===== src/rtl/pwm_seq_pkg.sv =====
// rtl/pwm_seq_pkg.sv - shared types and default constants for the PWM step sequencer
package pwm_seq_pkg;

  localparam int PWM_SEQ_STEPS  = 8;
  localparam int PWM_SEQ_W      = 8;
  localparam int PWM_SEQ_HOLD_W = 8;

  typedef enum logic [1:0] {
    IDLE     = 2'd0,
    RUN      = 2'd1,
    STOPPING = 2'd2
  } pwm_seq_state_t;

  typedef struct packed {
    logic [PWM_SEQ_W-1:0]      period;
    logic [PWM_SEQ_W-1:0]      duty;
    logic [PWM_SEQ_HOLD_W-1:0] hold;
  } pwm_seq_entry_t;

endpackage


===== src/rtl/pwm_seq_table.sv =====
// rtl/pwm_seq_table.sv - flop-based step table, one write port, one combinational read port
module pwm_seq_table #(
  parameter int STEPS  = 8,
  parameter int W      = 8,
  parameter int HOLD_W = 8
) (
  input  logic                     clk,
  input  logic                     rst,
  input  logic                     we,
  input  logic [$clog2(STEPS)-1:0] wr_addr,
  input  logic [W-1:0]             wr_period,
  input  logic [W-1:0]             wr_duty,
  input  logic [HOLD_W-1:0]        wr_hold,
  input  logic [$clog2(STEPS)-1:0] rd_addr,
  output logic [W-1:0]             rd_period,
  output logic [W-1:0]             rd_duty,
  output logic [HOLD_W-1:0]        rd_hold
);

  logic [W-1:0]      period_mem [STEPS];
  logic [W-1:0]      duty_mem   [STEPS];
  logic [HOLD_W-1:0] hold_mem   [STEPS];

  // Table storage: cleared on reset, written whenever the strobe is high.
  always_ff @(posedge clk or posedge rst) begin
    if (rst) begin
      for (int i = 0; i < STEPS; i++) begin
        period_mem[i] <= '0;
        duty_mem[i]   <= '0;
        hold_mem[i]   <= '0;
      end
    end else if (we) begin
      period_mem[wr_addr] <= wr_period;
      duty_mem[wr_addr]   <= wr_duty;
      hold_mem[wr_addr]   <= wr_hold;
    end
  end

  // Read is combinational so a same-cycle write is not yet visible (old value wins).
  always_comb begin
    rd_period = period_mem[rd_addr];
    rd_duty   = duty_mem[rd_addr];
    rd_hold   = hold_mem[rd_addr];
  end

endmodule


===== src/rtl/pwm_sequencer.sv =====
// rtl/pwm_sequencer.sv - step-table sequencer for pwm_structural; PWM_SEQ_LOOP_EN wraps instead of finishing
module pwm_sequencer
  import pwm_seq_pkg::*;
#(
  parameter int STEPS  = PWM_SEQ_STEPS,
  parameter int W      = PWM_SEQ_W,
  parameter int HOLD_W = PWM_SEQ_HOLD_W
) (
  input  logic                     clk,
  input  logic                     rst,
  input  logic                     cfg_we,
  input  logic [$clog2(STEPS)-1:0] cfg_addr,
  input  logic [W-1:0]             cfg_period,
  input  logic [W-1:0]             cfg_duty,
  input  logic [HOLD_W-1:0]        cfg_hold,
  input  logic [$clog2(STEPS)-1:0] last_step,
  input  logic                     start,
  input  logic                     stop,
  output logic [W-1:0]             period,
  output logic [W-1:0]             duty,
  output logic                     enable,
  output logic [$clog2(STEPS)-1:0] step,
  output logic                     frame_end,
  output logic                     busy,
  output logic                     done
);

  localparam int AW = $clog2(STEPS);

  pwm_seq_state_t    state, state_n;
  logic [W-1:0]      cnt, cnt_n;
  logic [HOLD_W-1:0] frm, frm_n;
  logic [HOLD_W-1:0] hold_r, hold_n;
  logic [W-1:0]      period_n, duty_n;
  logic [AW-1:0]     step_n;
  logic              done_n, frame_end_n;
  logic              load, clear;

  logic [W-1:0]      eff_p_n;
  logic [HOLD_W-1:0] eff_h;
  logic              last_frame, seq_end;

  logic [AW-1:0]     rd_addr;
  logic [W-1:0]      rd_period, rd_duty;
  logic [HOLD_W-1:0] rd_hold;

  pwm_seq_table #(
    .STEPS  (STEPS),
    .W      (W),
    .HOLD_W (HOLD_W)
  ) u_table (
    .clk       (clk),
    .rst       (rst),
    .we        (cfg_we),
    .wr_addr   (cfg_addr),
    .wr_period (cfg_period),
    .wr_duty   (cfg_duty),
    .wr_hold   (cfg_hold),
    .rd_addr   (rd_addr),
    .rd_period (rd_period),
    .rd_duty   (rd_duty),
    .rd_hold   (rd_hold)
  );

  // End-of-step / end-of-sequence decode and which table entry would be entered next.
  always_comb begin
    eff_h      = (hold_r == '0) ? HOLD_W'(1) : hold_r;
    last_frame = (frm == eff_h - HOLD_W'(1));
    seq_end    = (step > last_step) || (last_frame && (step == last_step));
    rd_addr    = '0;
    if (state == RUN && !seq_end) begin
      rd_addr = step + AW'(1);
    end
  end

  // Next-state, counters and next output values; everything lands in registers.
  always_comb begin
    state_n  = state;
    step_n   = step;
    cnt_n    = cnt;
    frm_n    = frm;
    period_n = period;
    duty_n   = duty;
    hold_n   = hold_r;
    done_n   = 1'b0;
    load     = 1'b0;
    clear    = 1'b0;

    case (state)
      IDLE: begin
        if (start && !stop) begin
          state_n = RUN;
          load    = 1'b1;
        end
      end
      RUN: begin
        if (frame_end) begin
          if (stop) begin
            clear = 1'b1;
          end else if (seq_end) begin
`ifdef PWM_SEQ_LOOP_EN
            load = 1'b1;
`else
            clear  = 1'b1;
            done_n = 1'b1;
`endif
          end else if (last_frame) begin
            load = 1'b1;
          end else begin
            cnt_n = '0;
            frm_n = frm + HOLD_W'(1);
          end
        end else begin
          cnt_n = cnt + W'(1);
          if (stop) begin
            state_n = STOPPING;
          end
        end
      end
      STOPPING: begin
        if (frame_end) begin
          clear = 1'b1;
        end else begin
          cnt_n = cnt + W'(1);
        end
      end
      default: clear = 1'b1;
    endcase

    if (load) begin
      step_n   = rd_addr;
      period_n = rd_period;
      duty_n   = rd_duty;
      hold_n   = rd_hold;
      cnt_n    = '0;
      frm_n    = '0;
    end

    if (clear) begin
      state_n  = IDLE;
      step_n   = '0;
      period_n = '0;
      duty_n   = '0;
      hold_n   = '0;
      cnt_n    = '0;
      frm_n    = '0;
    end

    // frame_end is registered, so it is predicted from the next counter and period.
    eff_p_n     = (period_n == '0) ? W'(1) : period_n;
    frame_end_n = (state_n != IDLE) && (cnt_n == eff_p_n - W'(1));
  end

  // State and output registers; reset aborts everything immediately.
  always_ff @(posedge clk or posedge rst) begin
    if (rst) begin
      state     <= IDLE;
      step      <= '0;
      cnt       <= '0;
      frm       <= '0;
      period    <= '0;
      duty      <= '0;
      hold_r    <= '0;
      enable    <= 1'b0;
      busy      <= 1'b0;
      frame_end <= 1'b0;
      done      <= 1'b0;
    end else begin
      state     <= state_n;
      step      <= step_n;
      cnt       <= cnt_n;
      frm       <= frm_n;
      period    <= period_n;
      duty      <= duty_n;
      hold_r    <= hold_n;
      enable    <= (state_n != IDLE);
      busy      <= (state_n != IDLE);
      frame_end <= frame_end_n;
      done      <= done_n;
    end
  end

endmodule


===== config.mk =====
export PLATFORM = sky130hd
export DESIGN_NAME = pwm_sequencer
export DESIGN_NICKNAME = d
export VERILOG_FILES = /design/src/rtl/pwm_seq_pkg.sv /design/src/rtl/pwm_seq_table.sv /design/src/rtl/pwm_sequencer.sv
export SDC_FILE = /design/constraint.sdc
export NUM_CORES = 1
export LEC_CHECK = 0
export ABC_AREA = 1
export CAP_MARGIN = 20
export CORE_MARGIN = 2
export CORE_UTILIZATION = 30
export DETAILED_ROUTE_END_ITERATION = 8
export HOLD_SLACK_MARGIN = 0.1
export PLACE_DENSITY = 0.5
export SLEW_MARGIN = 25
export SYNTH_ARGS = -nofsm -noshare
export SYNTH_HDL_FRONTEND = slang
export SYNTH_HIERARCHICAL = 1
export SYNTH_SLANG_ARGS = --single-unit

===== constraint.sdc =====
create_clock -name clk -period 16.5 [get_ports clk]
set_input_delay 2.475 -clock clk [delete_from_list [all_inputs] [get_ports clk]]
set_output_delay 2.475 -clock clk [all_outputs]
set_load 0.01 [all_outputs]

==> impl_metrics.tcl <==
set metrics [dict create \
    status "complete, no violations" \
    endpoint "frame_end" \
    crit_path_top_delay_cell "nor2_4" \
    ff2ff_path_depth 43 \
    finalCritPeriodShare_pct 46.2 \
    synth_edf_count 0 \
    htreeDepth 1 \
    cp-start-kind "input pin" \
    diodes 0 \
    core_sq_mm 0.0421 \
    final_common_cell "nand2_1" \
    cts_root_buf "clkbuf_16" \
    power_density_mw_per_mm2 150 \
    layout_setup_ws_ns 8.88 \
    nets 1810 \
    cp_data_required_time_ns 16.99 \
    grt_first_pass_wirelength_um 56200 \
    num_rows 75 \
    antenna_found_initial 0 \
    pre_cts_ws_ns 8.33 \
    die_h_um 211 \
    ir_drop_mv 0.0714 \
    hp-class "register to register" \
    routed.top_layer "met4" \
    min_from "u_table/hold_mem[24]" \
    crit_fanout 57 \
    drcViolationCount 0 \
    cts.sinks 240 \
    io_pins 58 \
    tns_ns 0 \
    async_reset_ff_share_pct 100 \
    dr_wl_met2_um 15200 \
    portBuffers 57 \
    synth-main-ff-cell "dfrtp_1" \
    multi_input_area_sq_mm 0.00515 \
    place_congestion 0.789 \
    clk_pin_slew_ns 0.06 \
    cts_hold_buf 0 \
    viasPerCell 4.55 \
    initial_core_util_pct 30.5 \
    fillerInstances 4493 \
    met3_length_um 1540 \
    finalHoldViolations 0 \
    drtPass1Iterations 5 \
    cts_resized 0 \
    syn-num-nets 1789 \
    numCtsBuffers 29 \
    skew_ns 0.0126 \
    p_leak_nw 7.69 \
    critPathMaxStageDelay_ns 0.75 \
    ant_nets 0 \
    synthTopCellsByArea "dfrtp_1 47%, nand2_1 18%, inv_1 8.9%" \
    rr_startpoint "hold_r[2]" \
    postCtsSetupBuffers 0 \
    finalSetupViolations 0 \
    cap_viol_max_count 0 \
    critPathKind "input pin to register" \
    area_growth_pct 13.4 \
    register_area_sq_mm 0.00601 \
    gr-total-overflow 0 \
    tightest_slew_ns 0.982 \
    synth.largest_area_cell "dfrtp_1" \
    dp_hpwl_um 20400 \
    detail_route.wl_per_cell_um 14.7 \
    clk_path_buf_depth 3 \
    r2r-end "frame_end" \
    drt_iter0_drc 780 \
    cp_data_arrival_time_ns 8.12 \
    synth_top_family_by_area "simple AND/OR/NAND/NOR gates" \
    synth_compound_area_share_pct 10.6 \
    rrSetupSlack_ns 10.30 \
    yosysWarnings 6 \
    synth.avg_cell_area_sq_um 7.38 \
    yosysSeqAreaShare_pct 46.7 \
    die-area_sq_mm 0.0445 \
    rsz0062_at_grt "no" \
    synth_mux_area_share_pct 0 \
    synth_top_area_share_pct 46.7 \
    met1_length_um 16600 \
    final_cells 2319 \
    synth_adder_area_share_pct 1.17 \
    stdcell_area_sq_mm 0.0146 \
    cts_tree "done" \
    synth_xor_area_share_pct 1.02 \
    fmax_ghz 0.131 \
    place_area_sq_mm 0.0137 \
    final-max-slew-violation-count 0 \
    grt_pass1_vias 10600 \
    dp_cells 2271 \
    max_slew_margin_pct 34.4 \
    syn-cell-area_sq_mm 0.0129 \
    final_cell_mix "614 x nand2_1, 303 x inv_1, 240 x dfrtp_1" \
    layout_min_cycle_time_ns 7.62 \
    endpoint_kind "register" \
    syn_inst 1742 \
    grt_max_degree 118 \
    die_width_um 211 \
    clk-insertion-delay-late_ns 0.56 \
    synth-simple-area-share_pct 27.1 \
    finalPower_mw 2.18 \
    cpMostUsedCell "nand2_1" \
    vias 10600 \
    synth_cell_types 38 \
    cp-startpoint "last_step[2]" \
    synth-seq-cells 240 \
    drt_wl_total_um 34100 \
    grt.total_usage_pct 15.8 \
    drive_gt1_share_pct 6.57 \
]
==> how the worst min path moves through the flow <==
| stage | endpoint | slack, ns | cells past startpoint |
|---|---|---|---|
| after CTS | u_table/hold_mem[46] | 0.48 | 2 |
| final | u_table/hold_mem[24] | 0.48 | 2 |
| after floorplan | u_table/duty_mem[10] | 0.45 | 2 |
| after global routing | u_table/period_mem[63] | 0.50 | 2 |
| after global placement | u_table/duty_mem[18] | 0.47 | 2 |
| after detailed placement | u_table/hold_mem[46] | 0.47 | 2 |
==> routing by layer <==
metal / track usage, % / up-vias
met2: 25.7 / 195
met4: 4.08 / 0
met1: 22.2 / 4954
li1: - / 5359
met3: 2.23 / 53
met5: 0 / -
==> per-stage QoR <==
| step | util (%) | hold slack (ns) |
|---|---|---|
| after global placement | 32.5 | 0.466 |
| after detailed placement | 32.6 | 0.468 |
| after CTS | 34.6 | 0.483 |
| after global routing | 34.6 | 0.501 |
| after floorplan | - | 0.453 |
| final | 34.6 | 0.481 |
==> layout make-up <==
type	count	share of cell area (%)
Inverter	314	8.14
Multi-Input combinational cell	1104	35.3
Clock inverter	4	0.189
Tap cell	539	4.63
Timing Repair Buffer	74	4.81
Sequential cell	240	41.2
Clock buffer	44	5.71
==> registers in the layout (all words and copies together), names as in the netlist, 2 cells and up <==
| register | count |
|---|---|
| u_table/duty_mem | 64 |
| u_table/hold_mem | 64 |
| state | 2 |
| u_table/period_mem | 64 |
| step | 3 |
| frm | 8 |
| cnt | 8 |
| hold_r | 8 |
| duty | 8 |
| period | 8 |
==> power breakdown <==
part | internal (mW) | switching [mW] | leakage (nW) | total [mW]
sequential | 0.714 | 0.0750 | 3.04 | 0.789
combinational | 0.291 | 0.512 | 4.23 | 0.804
clock | 0.343 | 0.249 | 0.422 | 0.592
total | 1.35 | 0.836 | 7.69 | 2.18
==> cell families (layout without fill, tap and decap cells) <==
| logic type | after synthesis | count (layout) |
|---|---|---|
| buffers and inverters | 398 | 436 |
| AOI/OAI and AO/OA | 244 | 244 |
| DFF | 240 | 240 |
| xor gates and xnor gates | 15 | 15 |
| adders and majority gates | 12 | 12 |
| and+or+nand+nor | 833 | 833 |
==> critical path, delay by kind of cell <==
family	cells	cell delay, ns
buffers and inverters	9	1.91
AND/OR/NAND/NOR	27	2.92
adder cells (fa/ha/maj)	2	0.50
AO/OA/AOI/OAI	1	0.20
==> cells in the mapped netlist, types with 2 or more instances <==
master / instances
nand4_1: 7
inv_1: 306
or2_2: 2
o21ai_2: 20
clkbuf_1: 30
nand2_1: 615
xnor2_1: 9
nand2_2: 4
a22o_1: 9
nand2_4: 3
nor2_4: 3
o21ai_0: 152
nand3_2: 10
xor2_1: 6
a211oi_1: 3
nor2_2: 6
buf_6: 23
buf_1: 2
ha_1: 12
nand3_1: 127
inv_2: 6
a21oi_1: 12
dfrtp_1: 240
nor3_1: 6
nor2_1: 43
buf_2: 20
nand3b_1: 3
clkinv_1: 2
o21ai_1: 44
buf_4: 9
(Power assumes the default switching activity.)
